File: src/rtl/fault_pkg.sv
// Shared mode codes, FSM encodings and helpers
// for the jk_ff fault-injection driver.
package fault_pkg;

  localparam logic [1:0] MODE_HOLD = 2'b00;
  localparam logic [1:0] MODE_CLR  = 2'b01;
  localparam logic [1:0] MODE_SET  = 2'b10;
  localparam logic [1:0] MODE_TGL  = 2'b11;

  typedef enum logic [2:0] {
    ST_IDLE    = 3'd0,
    ST_DELAY   = 3'd1,
    ST_ACTIVE  = 3'd2,
    ST_RESTORE = 3'd3,
    ST_DONE    = 3'd4
  } state_e;

  function automatic int idx_width(input int w);
    return (w > 1) ? $clog2(w) : 1;
  endfunction

endpackage

File: src/rtl/jk_fault_driver_if.sv
// Fault command handshake between the campaign
// controller (master) and the driver (slave).
interface jk_fault_driver_if #(
  parameter int WIDTH = 8,
  parameter int CNT_W = 16
);
  import fault_pkg::*;

  localparam int IDX_W = idx_width(WIDTH);

  logic             cmd_valid;
  logic             cmd_ready;
  logic [IDX_W-1:0] cmd_idx;
  logic [1:0]       cmd_mode;
  logic [CNT_W-1:0] cmd_delay;
  logic [CNT_W-1:0] cmd_dur;
  logic             cmd_restore;

  modport master (
    output cmd_valid,
    output cmd_idx,
    output cmd_mode,
    output cmd_delay,
    output cmd_dur,
    output cmd_restore,
    input  cmd_ready
  );

  modport slave (
    input  cmd_valid,
    input  cmd_idx,
    input  cmd_mode,
    input  cmd_delay,
    input  cmd_dur,
    input  cmd_restore,
    output cmd_ready
  );

endinterface

File: src/rtl/fault_dncnt.sv
// Saturating down-counter with load and enable,
// shared by the delay and drive windows.
module fault_dncnt #(
  parameter int CNT_W = 16
) (
  input  logic             clk,
  input  logic             rst,
  input  logic             load,
  input  logic             en,
  input  logic [CNT_W-1:0] load_val,
  output logic             zero
);

  logic [CNT_W-1:0] cnt_q;
  logic [CNT_W-1:0] cnt_d;

  always_comb begin
    cnt_d = cnt_q;
    if (load) begin
      cnt_d = load_val;
    end else if (en && (cnt_q != '0)) begin
      cnt_d = cnt_q - 1'b1;
    end
  end

  always_ff @(posedge clk or posedge rst) begin
    if (rst) begin
      cnt_q <= '0;
    end else begin
      cnt_q <= cnt_d;
    end
  end

  assign zero = (cnt_q == '0);

endmodule

File: src/rtl/jk_fault_driver.sv
// Drives one jk_ff cell's J/K pair for a timed
// window, with optional restore of its old value.
module jk_fault_driver
  import fault_pkg::*;
#(
  parameter int WIDTH = 8,
  parameter int CNT_W = 16
) (
  input  logic             clk,
  input  logic             rst,
  jk_fault_driver_if.slave cmd,
  input  logic             abort,
  input  logic [WIDTH-1:0] q_obs,
  output logic [WIDTH-1:0] j_out,
  output logic [WIDTH-1:0] k_out,
  output logic             busy,
  output logic             done,
  output logic             err,
  output logic             aborted
);

  localparam int IDX_W = idx_width(WIDTH);
  localparam logic [IDX_W:0] IDX_LIM =
    (IDX_W+1)'(WIDTH);

  state_e           state_q, state_d;
  logic [IDX_W-1:0] idx_q, idx_d;
  logic [1:0]       mode_q, mode_d;
  logic [CNT_W-1:0] dur_q, dur_d;
  logic             rflag_q, rflag_d;
  logic             orig_q, orig_d;
  logic             bad_q, bad_d;
  logic             ab_q, ab_d;
  logic             err_q, err_d;
  logic             done_q, done_d;
  logic [WIDTH-1:0] j_q, j_d;
  logic [WIDTH-1:0] k_q, k_d;

  logic             cnt_load;
  logic             cnt_en;
  logic [CNT_W-1:0] cnt_val;
  logic             cnt_zero;
  logic [CNT_W-1:0] dur_last;
  logic             idx_bad;
  logic [WIDTH-1:0] sel_in;
  logic [WIDTH-1:0] sel_q;

  fault_dncnt #(.CNT_W(CNT_W)) u_cnt (
    .clk      (clk),
    .rst      (rst),
    .load     (cnt_load),
    .en       (cnt_en),
    .load_val (cnt_val),
    .zero     (cnt_zero)
  );

  assign idx_bad  = ({1'b0, cmd.cmd_idx} >= IDX_LIM);
  assign sel_in   = WIDTH'(1) << cmd.cmd_idx;
  assign sel_q    = WIDTH'(1) << idx_q;
  assign dur_last = (dur_q == '0) ? '0
                                  : dur_q - 1'b1;

  always_comb begin
    state_d  = state_q;
    idx_d    = idx_q;
    mode_d   = mode_q;
    dur_d    = dur_q;
    rflag_d  = rflag_q;
    orig_d   = orig_q;
    bad_d    = bad_q;
    ab_d     = ab_q;
    err_d    = 1'b0;
    cnt_load = 1'b0;
    cnt_en   = 1'b0;
    cnt_val  = cmd.cmd_delay;
    j_d      = '0;
    k_d      = '0;

    unique case (state_q)
      ST_IDLE: begin
        if (cmd.cmd_valid) begin
          state_d  = ST_DELAY;
          idx_d    = cmd.cmd_idx;
          mode_d   = cmd.cmd_mode;
          dur_d    = cmd.cmd_dur;
          rflag_d  = cmd.cmd_restore;
          bad_d    = idx_bad;
          orig_d   = |(q_obs & sel_in);
          ab_d     = 1'b0;
          cnt_load = 1'b1;
        end
      end
      // DELAY spans D+1 cycles so the drive
      // window opens one edge after the count.
      ST_DELAY: begin
        if (abort) begin
          state_d = ST_DONE;
          ab_d    = 1'b1;
        end else if (bad_q) begin
          state_d = ST_DONE;
          err_d   = 1'b1;
        end else if (cnt_zero) begin
          state_d  = ST_ACTIVE;
          cnt_load = 1'b1;
          cnt_val  = dur_last;
        end else begin
          cnt_en = 1'b1;
        end
      end
      ST_ACTIVE: begin
        if (abort) begin
          state_d = ST_DONE;
          ab_d    = 1'b1;
        end else if (cnt_zero) begin
          state_d = rflag_q ? ST_RESTORE
                            : ST_DONE;
        end else begin
          cnt_en = 1'b1;
        end
      end
      ST_RESTORE: begin
        state_d = ST_DONE;
        if (abort) begin
          ab_d = 1'b1;
        end
      end
      ST_DONE: begin
        state_d = ST_IDLE;
      end
      default: begin
        state_d = ST_IDLE;
      end
    endcase

    // Outputs are registered against the next
    // state so J/K line up with the FSM.
    if (state_d == ST_ACTIVE) begin
      j_d = mode_q[1] ? sel_q : '0;
      k_d = mode_q[0] ? sel_q : '0;
    end else if (state_d == ST_RESTORE) begin
      j_d = orig_q ? sel_q : '0;
      k_d = orig_q ? '0 : sel_q;
    end
    done_d = (state_d == ST_DONE);
  end

  always_ff @(posedge clk or posedge rst) begin
    if (rst) begin
      state_q <= ST_IDLE;
      idx_q   <= '0;
      mode_q  <= MODE_HOLD;
      dur_q   <= '0;
      rflag_q <= 1'b0;
      orig_q  <= 1'b0;
      bad_q   <= 1'b0;
      ab_q    <= 1'b0;
      err_q   <= 1'b0;
      done_q  <= 1'b0;
      j_q     <= '0;
      k_q     <= '0;
    end else begin
      state_q <= state_d;
      idx_q   <= idx_d;
      mode_q  <= mode_d;
      dur_q   <= dur_d;
      rflag_q <= rflag_d;
      orig_q  <= orig_d;
      bad_q   <= bad_d;
      ab_q    <= ab_d;
      err_q   <= err_d;
      done_q  <= done_d;
      j_q     <= j_d;
      k_q     <= k_d;
    end
  end

  assign cmd.cmd_ready = (state_q == ST_IDLE);
  assign busy          = (state_q != ST_IDLE);
  assign j_out         = j_q;
  assign k_out         = k_q;
  assign done          = done_q;
  assign err           = err_q;
  assign aborted       = ab_q;

endmodule

File: src/flat_wrapper.sv
// flat-port wrapper written by rule: the top's interface ports become plain ports
module jk_fault_driver_flat import fault_pkg::*;
#(
  parameter int WIDTH = 8,
  parameter int CNT_W = 16
)
  (clk, rst, abort, q_obs, j_out, k_out, busy, done, err, aborted, cmd_cmd_valid, cmd_cmd_idx, cmd_cmd_mode, cmd_cmd_delay, cmd_cmd_dur, cmd_cmd_restore, cmd_cmd_ready);
  jk_fault_driver_if #(.WIDTH(WIDTH), .CNT_W(CNT_W)) cmd_i ();
  input  logic clk;
  input  logic rst;
  input  logic abort;
  input  logic [WIDTH-1:0] q_obs;
  output logic [WIDTH-1:0] j_out;
  output logic [WIDTH-1:0] k_out;
  output logic busy;
  output logic done;
  output logic err;
  output logic aborted;
  input wire logic [$bits(cmd_i.cmd_valid)-1:0] cmd_cmd_valid;
  input wire logic [$bits(cmd_i.cmd_idx)-1:0] cmd_cmd_idx;
  input wire logic [$bits(cmd_i.cmd_mode)-1:0] cmd_cmd_mode;
  input wire logic [$bits(cmd_i.cmd_delay)-1:0] cmd_cmd_delay;
  input wire logic [$bits(cmd_i.cmd_dur)-1:0] cmd_cmd_dur;
  input wire logic [$bits(cmd_i.cmd_restore)-1:0] cmd_cmd_restore;
  output wire logic [$bits(cmd_i.cmd_ready)-1:0] cmd_cmd_ready;
  assign cmd_i.cmd_valid = cmd_cmd_valid;
  assign cmd_i.cmd_idx = cmd_cmd_idx;
  assign cmd_i.cmd_mode = cmd_cmd_mode;
  assign cmd_i.cmd_delay = cmd_cmd_delay;
  assign cmd_i.cmd_dur = cmd_cmd_dur;
  assign cmd_i.cmd_restore = cmd_cmd_restore;
  assign cmd_cmd_ready = cmd_i.cmd_ready;
  jk_fault_driver #(.WIDTH(WIDTH), .CNT_W(CNT_W)) u_core (.clk(clk), .rst(rst), .cmd(cmd_i), .abort(abort), .q_obs(q_obs), .j_out(j_out), .k_out(k_out), .busy(busy), .done(done), .err(err), .aborted(aborted));
endmodule
File: config.mk
export PLATFORM = sky130hd
export DESIGN_NAME = jk_fault_driver_flat
export DESIGN_NICKNAME = d
export VERILOG_FILES = /design/src/rtl/fault_pkg.sv /design/src/rtl/jk_fault_driver_if.sv /design/src/rtl/fault_dncnt.sv /design/src/rtl/jk_fault_driver.sv /design/src/flat_wrapper.sv
export SDC_FILE = /design/constraint.sdc
export NUM_CORES = 1
export LEC_CHECK = 0
export ABC_AREA = 1
export CAP_MARGIN = 15
export CORE_MARGIN = 1.5
export CORE_UTILIZATION = 55
export DETAILED_ROUTE_END_ITERATION = 12
export GPL_TIMING_DRIVEN = 0
export PLACE_DENSITY = 0.84
export SLEW_MARGIN = 30
export SYNTH_ARGS = -nofsm -noshare
export SYNTH_HDL_FRONTEND = slang
export SYNTH_SLANG_ARGS = --single-unit
File: constraint.sdc
create_clock -name clk -period 3.7 [get_ports clk]
set_input_delay 0.555 -clock clk [delete_from_list [all_inputs] [get_ports clk]]
set_output_delay 0.555 -clock clk [all_outputs]
set_load 0.01 [all_outputs]
Word-level counts from Yosys, hierarchy flattened
Index checks and enable logic that the tools add are counted.

storage, ports and cells
  memories = 0
  flip-flop bits (word level) = 60
  bits in read-only memories = 0
  bits in latches = 0
  memory bits (writable) = 0
  output and inout port bits = 21

cells by class
  bitwise gates (word level) = 1
  div/mod/pow operators = 0
  add/sub/neg operators = 2
  multiply operators = 0
  equal/unequal tests = 8
  $lt $le $gt $ge = 0
  shift operators = 2
  mux-type cells = 31
  reduce and logical (&&, ||, !) cells = 13

operator list
  cell                     count
  $mux W16                 6
  $mux W8                  8
  $logic_not A16 Y1        2
  $sub A16 B1 Y16 const B  2
  $mux W3                  6
  $reduce_bool A16 Y1      1
  $shl A1 B3 Y8 const A    2
  $eq A3 B2 Y1 const B     4
  $pmux W3 S4              1
  $and A8 B8 Y8            1
  $mux W1                  8
  $reduce_or A8 Y1         1
  $pmux W1 S2              2
  $reduce_bool A2 Y1       2
  $eq A3 B1 Y1 const B     1
  $eq A3 B3 Y1 const B     1
  $logic_not A3 Y1         1
  $reduce_and A3 Y1        1
  $reduce_bool A3 Y1       1
  $reduce_or A3 Y1         1
  $ne A2 B1 Y1 const B     1
  $ne A2 B2 Y1 const B     1
  $reduce_and A2 Y1        1
  $reduce_or A2 Y1         1
  $logic_and A1 B1 Y1      1

Depth between registers and ports, before layout
  depth after elaboration = 7
  depth in mapped cells = 12
  gate-level depth less buffers = 12

Cells and area by module
From an unflattened synthesis, not the netlist that was laid out.

unflattened totals
  cells, all modules = 472
  area, all modules = 3543.4 sq um

by module, submodules not included
  module           cells an instance  times used  seq. area each (sq um)  area each (sq um)
  jk_fault_driver  302                1           1101.1                  2417.3
  fault_dncnt      170                1           400.4                   1126.1

Worst setup path before layout
OpenSTA, ideal clock, no wires.

  path type = reg2reg
  start = reg u_core.u_cnt.cnt_q[0]
  end = reg u_core.u_cnt.cnt_q[12]
  data arrival time = 1.614 ns
  setup slack = 1.962 ns
  clock period less this slack = 1.738 ns
  setup time = 0.123 ns
  stages on the path, launching flop included = 13
  data required time = 3.577 ns
  buffers on the path = 1
  cell sequence = dfrtp_1 inv_1 ha_1 nand2_4 nor2_4 nand4_4 nand2_4 inv_2 nand2_2 buf_6 nand2_1 nor2_1 a21oi_1

on the way
  longest elaborated chain between the ends = 6
  elaborated cells between the ends (all ways) = 16

ends and longest elaborated chain
  what                                                     RTL line           source
  start, declared                                          fault_dncnt.sv:14  logic [CNT_W-1:0] cnt_q;
  start signal, assigned                                   fault_dncnt.sv:30  cnt_q <= cnt_d;
  branches (longest 6 deep; another with $sub A16 B1 Y16)  --

Several ways; the timed one is not identified. The select of a mux whose other input is x is not followed.
A chain may end at the register's enable or synchronous reset.

Final worst setup path
  start = reg u_core.state_q[2]
  end = out cmd_cmd_ready

on the way
  longest elaborated chain between the ends = 1

ends and longest elaborated chain
  what                    RTL line                source
  start, declared         jk_fault_driver.sv:26   state_e state_q, state_d;
  start signal, assigned  jk_fault_driver.sv:162  state_q <= state_d;
  $logic_not A3 Y1        jk_fault_driver.sv:177  assign cmd.cmd_ready = (state_q == ST_IDLE);
  end, declared           flat_wrapper.sv:25      output wire logic [$bits(cmd_i.cmd_ready)-1:0] cmd_cmd_ready;

No other way between the ends.

==> results.tsv <==
metric	value	unit
first-pass GRT wire length	15.46	mm
Synth Area in Simple Gates	32.07	%
Adder-Cell Fraction of Synth Area	1.054	%
Arrival @ worst endpoint	1.69	ns
Synth top area share	42.15	%
logic gate share of total power	31.8	%
Setup Buffers After CTS	0	
crit-path max FO	3	
chip width	83.48	µm
antenna viol nets, final	0	
CTS Sinks	60	
synthesized area	3562	µm²
Initial Util	56.42	%
vias in the first global route	3385	
final net count	594	
Area growth, synth to finish	29.22	%
Max clock buf depth	2	
Top FF cell, synth	dfrtp_1	
Pint	1.486	mW
diode count	0	
CP required	3.14	ns
Die ar.	6968	µm²
Worst-Margin Slew	0.5397	ns
Num CTS Buffers	9	
delay-heaviest family, CP	buffers and inverters	
max_cap viols	0	
mux contribution to synthesized area	0	%
clock root cell	clkbuf_8	
DR pass1 iterations	5	
FILL cells	505	
Synth area leaders	dfrtp_1 (42%), nand2_1 (12%), o21ai_0 (5.9%)	
sw frac	38.50	%
Final Wtd Congestion	0.9433	
Crit-path slowest cell	clkdlybuf4s50_1	
sequential area share after synthesis	42.15	%
initial antenna violation count	0	
skew final	0.005267	ns
Post-CTS Resized	0	
share of flip-flops with an asynchronous set or reset	100.0	%
largest family of logic cells by synthesized area	simple AND/OR/NAND/NOR gates	
final setup fails	0	
RSZ-0062 raised after global routing	no	
TNS Setup	0	ns
cells after synthesis	460	
Tcrit/Tclk final	60.76	%
HPWL Detailed	6.832	mm
status	finished, final reports clean	
Post-synth top cells	nand2_1 (118), dfrtp_1 (60), inv_1 (44)	
max-slew violation count	0	
height of the die	83.48	µm
Iteration-0 DRC Markers	202	
via/cell ratio	5.408	
worst path cell trace	nor2_1, nand2_1, inv_1, clkdlybuf4s50_1	
IO Pins	71	
core region area	6314	µm²
min cycle time layout	2.248	ns
complex-gate fraction of the synthesized area	13.17	%
final WL	8.919	mm
Clk pwr share	27.8	%
yosys warns	0	
GRT Total Usage	27.80	%
clk_lat worst skew	0.35	ns
CP Launch Type	register	
FP Rows	29	
CTS H-tree lvls	3	
Syn Nets	513	
Worst setup EP type	output pin	
Clock Pin Slew Worst Setup and Hold Paths	0.07	ns
worst min path class	input port to async pin	
post-synth cell types	41	
Syn Area/Cell	7.744	µm²
CP max stage delay	0.54	ns
via count	3369	
drt wl/cell	14.32	µm
# DRC	0	
CTS tree	built	
largest net degree at the start of global routing	47	
number of synthesized flops with an enable pin	0	
Bufs and invs on worst path	2	
total power	2.417	mW
net switching power	0.9304	mW
Layout Utilization	72.91	%
power density cells	525.0	nW/µm²
Max Fclk	444.8	MHz
port bufs	69	
cell with the most instances after synthesis	nand2_1	
Reg power frac	40.4	%
Worst slew margin	63.75	%
#FFs+latches synth	60	
maximum vdd drop	0.0003467	V
CP Class	register to output pin	
Lkg Pwr	2.098	nW
Final Hold Fails	0	
share of layout cells above drive strength 1	10.62	%
Synth area leader	dfrtp_1	
post-synthesis xor/xnor area fraction	4.672	%
total gr overflow	0	
CTS hold repair buffers	0	
## worst reg2reg max path: stages (launching register included)
cell and delay, ns:
dfrtp_1 0.44, inv_1 0.08, ha_1 0.23, nand2_4 0.13, nor2_4 0.17, nand4_4 0.18, clkbuf_1 0.27, nand2_1 0.13
o21ai_0 0.09, nand2_1 0.10, o211ai_1 0.09
## cell usage in the layout (no fill, tap or decap), drive strengths merged, types with 2 or more instances in the layout
cell,synthesis,layout
a21oi,23,23
buf,5,6
bufinv,0,2
clkbuf,6,15
clkdlybuf4s50,0,69
clkinv,1,2
clkinvlp,0,3
dfrtp,60,60
ha,3,3
inv,48,49
nand2,129,129
nand3,26,26
nand3b,3,3
nand4,9,9
nor2,50,50
nor3,15,15
o211ai,6,6
o21ai,49,49
xnor2,3,3
xor2,16,16
## metrics by stage
step	hold WS, ns	setup WS [ns]	instances	cell area [µm²]
3_5_place_dp	0.5035	1.366	607	4379
4_1_cts	0.4802	1.457	623	4603
3_3_place_gp	0.5069	0.6175	606	4349
2_1_floorplan	0.4717	1.660	460	3562
6_report	0.4742	1.452	623	4603
5_1_grt	0.4882	1.304	623	4603
## final cells by class
| cell class | count | area (µm²) | share of cell area [%] |
|---|---|---|---|
| buffer | 11 | 57.56 | 1.250 |
| tap | 77 | 96.34 | 2.093 |
| sequential | 60 | 1501 | 32.62 |
| multi-input combinational | 340 | 1819 | 39.52 |
| inverter | 49 | 186.4 | 4.050 |
| timing repair buffer | 70 | 718.2 | 15.60 |
| clock inverter | 7 | 100.1 | 2.175 |
| clock buffer | 9 | 123.9 | 2.691 |
## cell families (layout without fill, tap and decap cells)
logic type | after synthesis | count (layout)
AO/OA/AOI/OAI | 84 | 84
buffers and inverters | 60 | 146
XOR/XNOR | 19 | 19
adder cells (fa/ha/maj) | 3 | 3
other | 1 | 1
flip-flops | 60 | 60
AND/OR/NAND/NOR | 233 | 233
## per-layer routing
layer | wire length (µm) | track usage (%) | up-vias | part of all wire (%)
met5 | 0 | 0 | - | 0
met4 | 210 | 8.793 | 0 | 2.4
met3 | 478 | 7.023 | 21 | 5.4
met2 | 4176 | 44.05 | 118 | 47
met1 | 4054 | 37.83 | 1568 | 45
li1 | - | - | 1662 | -
## power groups by stage
stage          clock (mW)  sequential (mW)  combinational, mW
6_report            0.673            0.976              0.768
4_1_cts             0.672            0.972              0.766
3_5_place_dp            0            0.984              0.758
5_1_grt             0.706             1.00              0.865
2_1_floorplan           0            0.942              0.554
3_3_place_gp            0            0.977              0.729
## state kept, by name, summed over array words and instances, names as in the netlist
| name | flops |
|---|---|
| u_core.k_out | 8 |
| u_core.rflag_q | 1 |
| u_core.j_out | 8 |
| u_core.aborted | 1 |
| u_core.done | 1 |
| u_core.idx_q | 3 |
| u_core.u_cnt.cnt_q | 16 |
| u_core.state_q | 3 |
| u_core.orig_q | 1 |
| u_core.dur_q | 16 |
| u_core.mode_q | 2 |
## path summary, 6_finish.rpt
path | slack (ns) | depth (start not counted) | endpoint | start
max | 1.45 | 4 | cmd_cmd_ready | u_core.state_q[2]$_DFF_PP0_
min | 0.47 | 2 | u_core.state_q[2]$_DFF_PP0_ | rst
max reg2reg | 1.68 | 10 | u_core.u_cnt.cnt_q[10]$_DFFE_PP0P_ | u_core.u_cnt.cnt_q[0]$_DFFE_PP0P_
min reg2reg | 0.53 | 2 | u_core.u_cnt.cnt_q[1]$_DFFE_PP0P_ | u_core.u_cnt.cnt_q[1]$_DFFE_PP0P_
max in group asynchronous | 2.74 | 3 | u_core.dur_q[10]$_DFFE_PP0P_ | rst
min in group clk | 0.53 | 2 | u_core.u_cnt.cnt_q[1]$_DFFE_PP0P_ | u_core.u_cnt.cnt_q[1]$_DFFE_PP0P_
(Power assumes the default switching activity.)
